$ cat config.mk
export PLATFORM = sky130hd
export DESIGN_NAME = mem_access_stage
export DESIGN_NICKNAME = d
export VERILOG_FILES = /design/src/rtl/mem_access_pkg.sv /design/src/rtl/mem_bus_watchdog.sv /design/src/rtl/mem_access_stage.sv
export SDC_FILE = /design/constraint.sdc
export NUM_CORES = 1
export LEC_CHECK = 0
export BUFFER_PORTS_ARGS = -buffer_cell sky130_fd_sc_hd__buf_4
export CORE_MARGIN = 2
export CORE_UTILIZATION = 44
export CTS_BUF_LIST = sky130_fd_sc_hd__clkbuf_4 sky130_fd_sc_hd__clkbuf_8 sky130_fd_sc_hd__clkbuf_16
export DETAILED_ROUTE_END_ITERATION = 10
export GPL_TIMING_DRIVEN = 0
export PLACE_DENSITY = 0.74
export SYNTH_ARGS = -nofsm -noshare
export SYNTH_HDL_FRONTEND = slang
export SYNTH_HIERARCHICAL = 1
export SYNTH_SLANG_ARGS = --single-unit
$ cat constraint.sdc
create_clock -name clk -period 2.1 [get_ports clk]
set_input_delay 0.42 -clock clk [delete_from_list [all_inputs] [get_ports clk]]
set_output_delay 0.42 -clock clk [all_outputs]
set_load 0.02 [all_outputs]
$ cat src/rtl/mem_access_pkg.sv
// Shared types and constants for the memory-access pipeline stage.
package mem_access_pkg;

   localparam int unsigned XLEN                   = 32;
   localparam int unsigned REG_IDX_W              = 5;
   localparam int unsigned DEFAULT_TIMEOUT_CYCLES = 64;

   localparam logic [XLEN-1:0] WORD_ADDR_MASK = 32'hFFFF_FFFC;

   typedef enum logic [1:0] {
      ST_IDLE = 2'd0,
      ST_REQ  = 2'd1,
      ST_RESP = 2'd2,
      ST_DONE = 2'd3
   } mem_state_e;

   // Memory operation captured when it leaves the EX/MEM register.
   typedef struct packed {
      logic [XLEN-1:0]      addr;
      logic [XLEN-1:0]      wdata;
      logic [REG_IDX_W-1:0] rd;
      logic                 reg_write;
      logic                 is_store;
   } mem_op_t;

endpackage

$ cat src/rtl/mem_bus_watchdog.sv
// Cycle counter that flags an outstanding bus access as expired.
module mem_bus_watchdog
   import mem_access_pkg::*;
#(
   parameter int unsigned TIMEOUT_CYCLES = DEFAULT_TIMEOUT_CYCLES
) (
   input  logic clk,
   input  logic reset,
   input  logic clear_i,
   input  logic enable_i,
   output logic expire_c_o
);

   localparam int unsigned CNT_W = $clog2(TIMEOUT_CYCLES + 1);

   logic [CNT_W-1:0] count_q;
   logic [CNT_W-1:0] count_d;

   // Saturating count of cycles spent with an access outstanding.
   always_comb begin
      count_d = count_q;
      if (clear_i) begin
         count_d = '0;
      end else if (enable_i && (count_q != CNT_W'(TIMEOUT_CYCLES))) begin
         count_d = count_q + CNT_W'(1);
      end
   end

   always_ff @(posedge clk) begin
      if (reset) begin
         count_q <= '0;
      end else begin
         count_q <= count_d;
      end
   end

   // Fires during the last permitted cycle so the FSM leaves on that edge.
   assign expire_c_o = enable_i && (count_q == CNT_W'(TIMEOUT_CYCLES - 1));

endmodule

$ cat src/rtl/mem_access_stage.sv
// MEM pipeline stage: word loads/stores over a req/gnt/rvalid bus with
// upstream stall, registered write-back and a sticky bus-timeout flag.
module mem_access_stage
   import mem_access_pkg::*;
#(
   parameter int unsigned TIMEOUT_CYCLES = DEFAULT_TIMEOUT_CYCLES
) (
   input  logic                 clk,
   input  logic                 reset,
   input  logic [XLEN-1:0]      alu_result_in,
   input  logic [XLEN-1:0]      rs2_val_in,
   input  logic                 reg_write_in,
   input  logic                 mem_read_in,
   input  logic                 mem_write_in,
   input  logic [REG_IDX_W-1:0] rd_idx_in,
   output logic                 stall_out,
   output logic                 dbus_req,
   output logic                 dbus_we,
   output logic [XLEN-1:0]      dbus_addr,
   output logic [XLEN-1:0]      dbus_wdata,
   input  logic                 dbus_gnt,
   input  logic                 dbus_rvalid,
   input  logic [XLEN-1:0]      dbus_rdata,
   output logic [XLEN-1:0]      wb_result_out,
   output logic                 wb_reg_write_out,
   output logic [REG_IDX_W-1:0] wb_rd_idx_out,
   output logic                 bus_fault_out
);

   mem_state_e           state_q, state_d;
   mem_op_t              op_q, op_d;
   logic [XLEN-1:0]      wb_result_q, wb_result_d;
   logic                 wb_reg_write_q, wb_reg_write_d;
   logic [REG_IDX_W-1:0] wb_rd_idx_q, wb_rd_idx_d;
   logic                 bus_fault_q, bus_fault_d;

   logic stall_c;
   logic wdog_clear_c;
   logic wdog_enable_c;
   logic wdog_expire_c;

   mem_bus_watchdog #(
      .TIMEOUT_CYCLES (TIMEOUT_CYCLES)
   ) u_watchdog (
      .clk        (clk),
      .reset      (reset),
      .clear_i    (wdog_clear_c),
      .enable_i   (wdog_enable_c),
      .expire_c_o (wdog_expire_c)
   );

   // Next-state, capture and write-back selection.
   always_comb begin
      state_d        = state_q;
      op_d           = op_q;
      wb_result_d    = wb_result_q;
      wb_reg_write_d = wb_reg_write_q;
      wb_rd_idx_d    = wb_rd_idx_q;
      bus_fault_d    = bus_fault_q;
      stall_c        = 1'b0;
      wdog_clear_c   = 1'b0;
      wdog_enable_c  = 1'b0;

      case (state_q)
         ST_IDLE: begin
            if (mem_read_in || mem_write_in) begin
               stall_c           = 1'b1;
               wdog_clear_c      = 1'b1;
               op_d.addr         = alu_result_in;
               op_d.wdata        = rs2_val_in;
               op_d.rd           = rd_idx_in;
               op_d.reg_write    = reg_write_in;
               op_d.is_store     = mem_write_in;
               wb_reg_write_d    = 1'b0;
               state_d           = ST_REQ;
            end else begin
               wb_result_d    = alu_result_in;
               wb_rd_idx_d    = rd_idx_in;
               wb_reg_write_d = reg_write_in && (rd_idx_in != '0);
            end
         end

         ST_REQ: begin
            stall_c       = 1'b1;
            wdog_enable_c = 1'b1;
            // A store granted in its last permitted cycle still completes.
            if (dbus_gnt && op_q.is_store) begin
               wb_reg_write_d = 1'b0;
               state_d        = ST_DONE;
            end else if (wdog_expire_c) begin
               bus_fault_d    = 1'b1;
               wb_reg_write_d = 1'b0;
               state_d        = ST_DONE;
            end else if (dbus_gnt) begin
               state_d = ST_RESP;
            end
         end

         ST_RESP: begin
            stall_c       = 1'b1;
            wdog_enable_c = 1'b1;
            if (dbus_rvalid) begin
               wb_result_d    = dbus_rdata;
               wb_rd_idx_d    = op_q.rd;
               wb_reg_write_d = op_q.reg_write && (op_q.rd != '0);
               state_d        = ST_DONE;
            end else if (wdog_expire_c) begin
               bus_fault_d    = 1'b1;
               wb_reg_write_d = 1'b0;
               state_d        = ST_DONE;
            end
         end

         ST_DONE: begin
            wb_reg_write_d = 1'b0;
            state_d        = ST_IDLE;
         end

         default: begin
            state_d = ST_IDLE;
         end
      endcase
   end

   always_ff @(posedge clk) begin
      if (reset) begin
         state_q        <= ST_IDLE;
         op_q           <= '0;
         wb_result_q    <= '0;
         wb_reg_write_q <= 1'b0;
         wb_rd_idx_q    <= '0;
         bus_fault_q    <= 1'b0;
      end else begin
         state_q        <= state_d;
         op_q           <= op_d;
         wb_result_q    <= wb_result_d;
         wb_reg_write_q <= wb_reg_write_d;
         wb_rd_idx_q    <= wb_rd_idx_d;
         bus_fault_q    <= bus_fault_d;
      end
   end

   assign stall_out        = stall_c && !reset;
   assign dbus_req         = (state_q == ST_REQ) && !reset;
   assign dbus_we          = op_q.is_store;
   assign dbus_addr        = op_q.addr & WORD_ADDR_MASK;
   assign dbus_wdata       = op_q.wdata;
   assign wb_result_out    = wb_result_q;
   assign wb_reg_write_out = wb_reg_write_q;
   assign wb_rd_idx_out    = wb_rd_idx_q;
   assign bus_fault_out    = bus_fault_q;

endmodule
==> impl_metrics.yaml, run 1 <==
place:
  dpl-instance-area_sq_um: 6990
  port_buffers: 211
  dpl.cell_count: 973
  gp_congestion: 0.807
  hpwlAfterDp_mm: 11.4
cells_and_area:
  nets: 974
  n_fill_cell: 947
  num_antenna_cells: 0
  final_area_sq_um: 7790
  fin_cells: 1014
  drive_gt1_share_pct: 41.2
  area_growth_syn_to_layout_pct: 49.1
sta:
  holdWs_ns: 0.264
  fin_crit_sh_pct: 96.2
  max_freq_mhz: 495
  max-slew-margin-rel_pct: 50.2
  worst_slew_pin_slew_ns: 0.747
  setup_viol: 0
  min_period_ns: 2.02
  finClkSkew_ns: 0.0101
  slew_viol_final: 0
  finalHoldViolCount: 0
clock_network:
  clockRootBuffer: "clkbuf_16"
  clk_pin_slew_ns: 0.05
  clock_path_buffers: 2
  cts.sinks: 117
  clk-insertion-delay-late_ns: 0.40
  cts_htree_levels: 4
  cts_buffers: 17
  cts_tree: "done"
critical_path:
  path_cells: "inv_2 -> ha_4 -> o21ai_4 -> inv_4 -> buf_8 -> nor2_2 -> nor3_2 -> buf_4"
  reg2reg_depth: 8
  worst_path_max_delay_cell: "dfxtp_4"
  critical_path_depth: 8
  critPathTopFamily: "buffers and inverters"
  critPathKind: "reg -> out"
  startpoint_type: "flip-flop"
  crit_arrival_ns: 1.60
  r2r_end: "state_q[0]"
  cp_data_required_time_ns: 1.68
  cp_slowest_stage_delay_ns: 0.37
  end_kind: "primary output"
  reg2reg_slack_ns: 0.10
  r2r-start: "state_q[1]"
  crit_buf_inv: 4
  cp_max_fo: 10
synth:
  netlist_instances: 618
  syn_area_sq_um: 5230
  ys_seq_area_share_pct: 44.8
  yosysWarnings: 6
  synth-seq-cells: 117
  synth_area_per_cell_sq_um: 8.46
  yosysUniqueCellTypes: 38
die:
  rows: 39
  initial_core_util_pct: 45.4
  die_y_um: 113
  dieArea_sq_um: 12800
  die_width_um: 113
  core-area_sq_um: 11500
  pin_count: 214
power:
  ir_drop_mv: 0.637
  p_per_area_nw_per_um2: 1530
  power_leakage_nw: 3.54
drt:
  vias: 5001
  wl_mm: 15.1
  firstDrtPassIters: 8
  vias_per_cell: 4.93
  drcViolationCount: 19
  detail-route-antenna-nets: 0
  drt_iter0_drc: 320
  routedWlPerCell_um: 14.9
global_routing:
  grt_pass1_wl_mm: 23.4
  grt_overflow: 0
  grt_usage_pct: 22.9
  antenna_found_initial: 0
  grt_pass1_vias: 4906
  grt_max_degree: 17
flow_run:
  drv_cap: 0
min_path:
  hold_depth: 3
  min_to: "dbus_wdata[12]"
  hp-start: "rs2_val_in[12]"
  hold_class: "in -> reg"
outcome:
  violations: "design-rule violations"
  outcome: "complete, but fails checks"
-- how the worst max path moves through the flow --
stage	to	slack (ns)	startpoint
6_report	stall_out	0.08	state_q[1]
5_1_grt	stall_out	-0.005	state_q[1]
4_1_cts	stall_out	-0.04	state_q[1]
3_5_place_dp	state_q[0]	-0.54	state_q[0]
3_3_place_gp	state_q[0]	-0.32	state_q[0]
2_1_floorplan	state_q[0]	0.01	state_q[0]
-- worst min-delay path: stages --
cell	delay, ns
buf_4	0.11
nand2_1	0.04
a21oi_1	0.05
-- power by group --
| part | switching (W) | leakage [nW] | internal (W) |
|---|---|---|---|
| sequential | 0.000358 | 0.965 | 0.00285 |
| clock | 0.000973 | 0.310 | 0.00211 |
| combinational | 0.00316 | 2.26 | 0.00246 |
-- flip-flops by register name, summed over array words and instances (netlist names) --
register	count
dbus_wdata	32
wb_result_out	32
dbus_addr	30
u_watchdog/count_q	7
op_q	6
wb_rd_idx_out	5
state_q	2
bus_fault_out	1
dbus_we	1
wb_reg_write_out	1
-- what timing repair did --
| item | 4_1_cts | 5_1_grt |
|---|---|---|
| endpoints found under the hold margin | 0 | 0 |
| hold buffers | 0 | 0 |
| resized for setup | 14 | 12 |
| endpoints found under the setup margin | 39 | 20 |
| buffers inserted | 5 | 5 |
| pin swaps | 2 | 5 |
-- cell type report --
cell class | count | area [sq um] | share of cell area (%)
well taps | 143 | 179 | 2.30
repair buffers | 221 | 1660 | 21.3
plain buffers | 103 | 682 | 8.75
inverters | 8 | 32.5 | 0.417
multi-input cells | 391 | 2250 | 28.8
flip-flops and latches | 117 | 2350 | 30.1
clock buffers | 25 | 536 | 6.87
clock inverters | 6 | 113 | 1.44
-- Yosys cell counts (all sizes together) --
library cell,count,area share [%]
a21o,1,0.14
o21ai,3,0.36
mux2i,40,7.7
a31oi,2,0.24
clkbuf,28,2.0
nor3b,1,0.14
nor2,47,3.4
nand3,1,0.096
ha,7,1.7
conb,1,0.072
nand2b,2,0.24
nand2,149,11
dfxtp,117,45
nor3,5,0.57
a2111oi,1,0.17
or3,1,0.12
buf,75,11
o211ai,1,0.14
a21oi,75,7.2
a311o,1,0.22
nor2b,3,0.36
a211oi,38,6.7
nand4,2,0.36
o31a,1,0.17
a41oi,1,0.17
o211a,1,0.19
inv,8,0.57
o21a,2,0.29
xor2,2,0.34
or2,1,0.12
or4,1,0.14
-- per-layer routing --
metal  vias to the layer above  wire length (um)  GRT usage, %
met4                         0               212          7.07
met5                         -                 0             0
met2                       178              7590          40.3
met3                        16              1160          6.70
met1                      2325              6140          27.1
li1                       2482                 -             -
-- logic make-up after synthesis --
group / Yosys count / share of synthesized area [%]
compound gates: 127 / 16.0
buf+inv: 111 / 13.2
flops: 117 / 44.8
simple gates: 213 / 16.2
xor+xnor: 2 / 0.335
mux: 40 / 7.66
fa+ha+maj: 7 / 1.68
other cells: 1 / 0.0718
-- layout by cell type, fill, tap and decap left out, types with 3 or more instances in the layout --
master      Yosys  layout
ha_1            7       6
inv_1           7       5
clkbuf_1       28      25
nand2_1       149     149
clkbuf_8        0       8
nor2b_1         3       3
buf_2           7       6
clkinvlp_4      0       3
a21oi_1        75      75
a211oi_2       13      14
a211oi_1       25      24
buf_4          65     285
bufinv_16       0       3
nor2_1         47      46
dfxtp_1       117     115
buf_6           3       4
clkbuf_16       0      17
mux2i_1        40      40
-- through the flow --
| stage | total power, W | worst slack [ns] | utilization [%] | setup TNS [ns] |
|---|---|---|---|---|
| final | 0.0119 | 0.0800 | 67.7 | 0 |
| after detailed placement | 0.00861 | -0.537 | 60.7 | -2.50 |
| after floorplan | 0.00679 | 0.0109 | - | 0 |
| after global routing | 0.0126 | -0.00485 | 67.7 | -0.00485 |
| after global placement | 0.00844 | -0.325 | 60.7 | -0.657 |
| after CTS | 0.0119 | -0.0393 | 67.1 | -0.0393 |
Power figures use the tool's default switching activity.
==> run 2, diff against run 1 <==
==> constraint.sdc (replaced) <==
create_clock -name clk -period 2.1 [get_ports clk]
set_input_delay 0.105 -clock clk [delete_from_list [all_inputs] [get_ports clk]]
set_output_delay 0.105 -clock clk [all_outputs]
set_load 0.02 [all_outputs]
==> impl_metrics.yaml, run 2 (synthesis results as in run 1) <==
outcome:
  outcome: "complete, but fails checks"
  violations: "design-rule violations"
sta:
  slew_viol_final: 0
  fin_tns_setup_ns: 0
  max-slew-margin-rel_pct: 47.8
  worst_slew_pin_slew_ns: 0.783
  min_period_ns: 1.98
  setup_slack_ns: 0.116
  finClkSkew_ns: 0.00944
  max_freq_mhz: 504
  fin_crit_sh_pct: 94.5
  finalHoldViolCount: 0
  setup_viol: 0
drt:
  routedWlPerCell_um: 14.9
  vias: 5264
  detail-route-antenna-nets: 0
  drcViolationCount: 19
  vias_per_cell: 4.86
  firstDrtPassIters: 9
  wl_mm: 16.1
  drt_iter0_drc: 325
power:
  power_frac_comb_pct: 47.5
  swShare_pct: 37.7
  ir_drop_mv: 0.625
  seqPwrFrac_pct: 26.7
  p_sw_w: 0.00452
  power_leakage_nw: 3.82
  clkPwrFrac_pct: 25.8
  p_per_area_nw_per_um2: 1420
  p_int_w: 0.00749
cells_and_area:
  num_antenna_cells: 0
  mostFrequentLayoutCell: "buf_4"
  n_fill_cell: 839
  area_growth_syn_to_layout_pct: 62.1
  finish.utilization_pct: 73.6
  nets: 1043
  drive_gt1_share_pct: 37.7
  mostFrequentLayoutCells: "buf_4 (284), nand2_1 (149), dfxtp_1 (115)"
critical_path:
  cp_data_required_time_ns: 2.00
  end_kind: "primary output"
  cp_max_fo: 10
  critPathKind: "reg -> out"
  crit_arrival_ns: 1.88
  startpoint_type: "flip-flop"
global_routing:
  grt_overflow: 0
  grt_pass1_vias: 5341
  antenna_found_initial: 0
  grt_max_degree: 17
  grt_pass1_wl_mm: 25.2
  grt_usage_pct: 24.5
die:
  dieArea_sq_um: 12800
  core-area_sq_um: 11500
  initial_core_util_pct: 45.4
  die_width_um: 113
  pin_count: 214
  die_y_um: 113
  rows: 39
flow_run:
  drv_cap: 0
clock_network:
  cts_tree: "done"
  cts_buffers: 17
  cts_htree_levels: 4
  clockRootBuffer: "clkbuf_16"
  cts.sinks: 117
  clk-insertion-delay-late_ns: 0.41
  clk_pin_slew_ns: 0.05
  clock_path_buffers: 2
place:
  place_ws_ns: -0.537
  port_buffers: 211
  hpwlAfterDp_mm: 11.4
  gp_congestion: 0.807
min_path:
  hold_class: "in -> reg"
-- run 2: per-stage QoR --
stage	instance area, sq um	total power (W)	std cells	hold WS, ns
floorplan	5230	0.00679	619	0.241
global placement	6990	0.00844	973	0.353
detailed placement	6990	0.00861	973	0.365
CTS	8420	0.0119	1079	0.0240
global route	8470	0.0127	1083	0.0566
finish	8470	0.0120	1083	0.0378
-- run 2: worst paths after layout --
path                              startpoint            to  slack (ns)  cells after the start
worst max-delay path              state_q[0]     stall_out        0.12                      8
worst min register to register  dbus_addr[3]  dbus_addr[3]        0.46                      2
worst max register to register    state_q[0]    state_q[0]        0.12                      8
worst min-delay path                   reset    state_q[1]        0.04                      3
-- run 2: repair_timing --
action,in CTS,in global routing
endpoints found under the hold margin,69,0
setup endpoints to repair,39,15
cloned,0,0
resized for setup,11,6
pin swaps,2,3
hold buffers,69,0
buffers inserted,6,4
-- run 2: layout make-up --
cell class / instances / area, sq um / area share (%)
Timing Repair Buffer: 290 / 2360 / 27.9
Sequential cell: 117 / 2340 / 27.7
Multi-Input combinational cell: 391 / 2230 / 26.4
Buffer: 103 / 672 / 7.93
Clock buffer: 25 / 536 / 6.32
Tap cell: 143 / 179 / 2.11
Clock inverter: 6 / 113 / 1.33
Inverter: 8 / 32.5 / 0.384
-- run 2: power groups by stage --
stage | combinational (W) | clock (W) | sequential (W)
floorplan | 0.00333 | 0 | 0.00346
global placement | 0.00525 | 0 | 0.00320
detailed placement | 0.00537 | 0 | 0.00324
CTS | 0.00562 | 0.00313 | 0.00320
global route | 0.00621 | 0.00322 | 0.00327
finish | 0.00571 | 0.00309 | 0.00321
-- run 2: layer usage --
layer  share of wire [%]  wire, um  global-route usage, %  up-vias
met5                   0         0                      0        -
li1                    -         -                      -     2629
met1                  40      6520                   28.2     2440
met4                 1.5       237                   6.99        0
met2                  52      8340                   45.1      175
met3                 6.5      1050                   6.32       20
-- run 2: critical path: stages (launching register included) --
cell	delay (ns)
dfxtp_2	0.34
inv_2	0.13
ha_4	0.18
o21ai_4	0.11
inv_4	0.10
clkbuf_4	0.20
nor2_1	0.05
nor3_1	0.17
buf_4	0.19
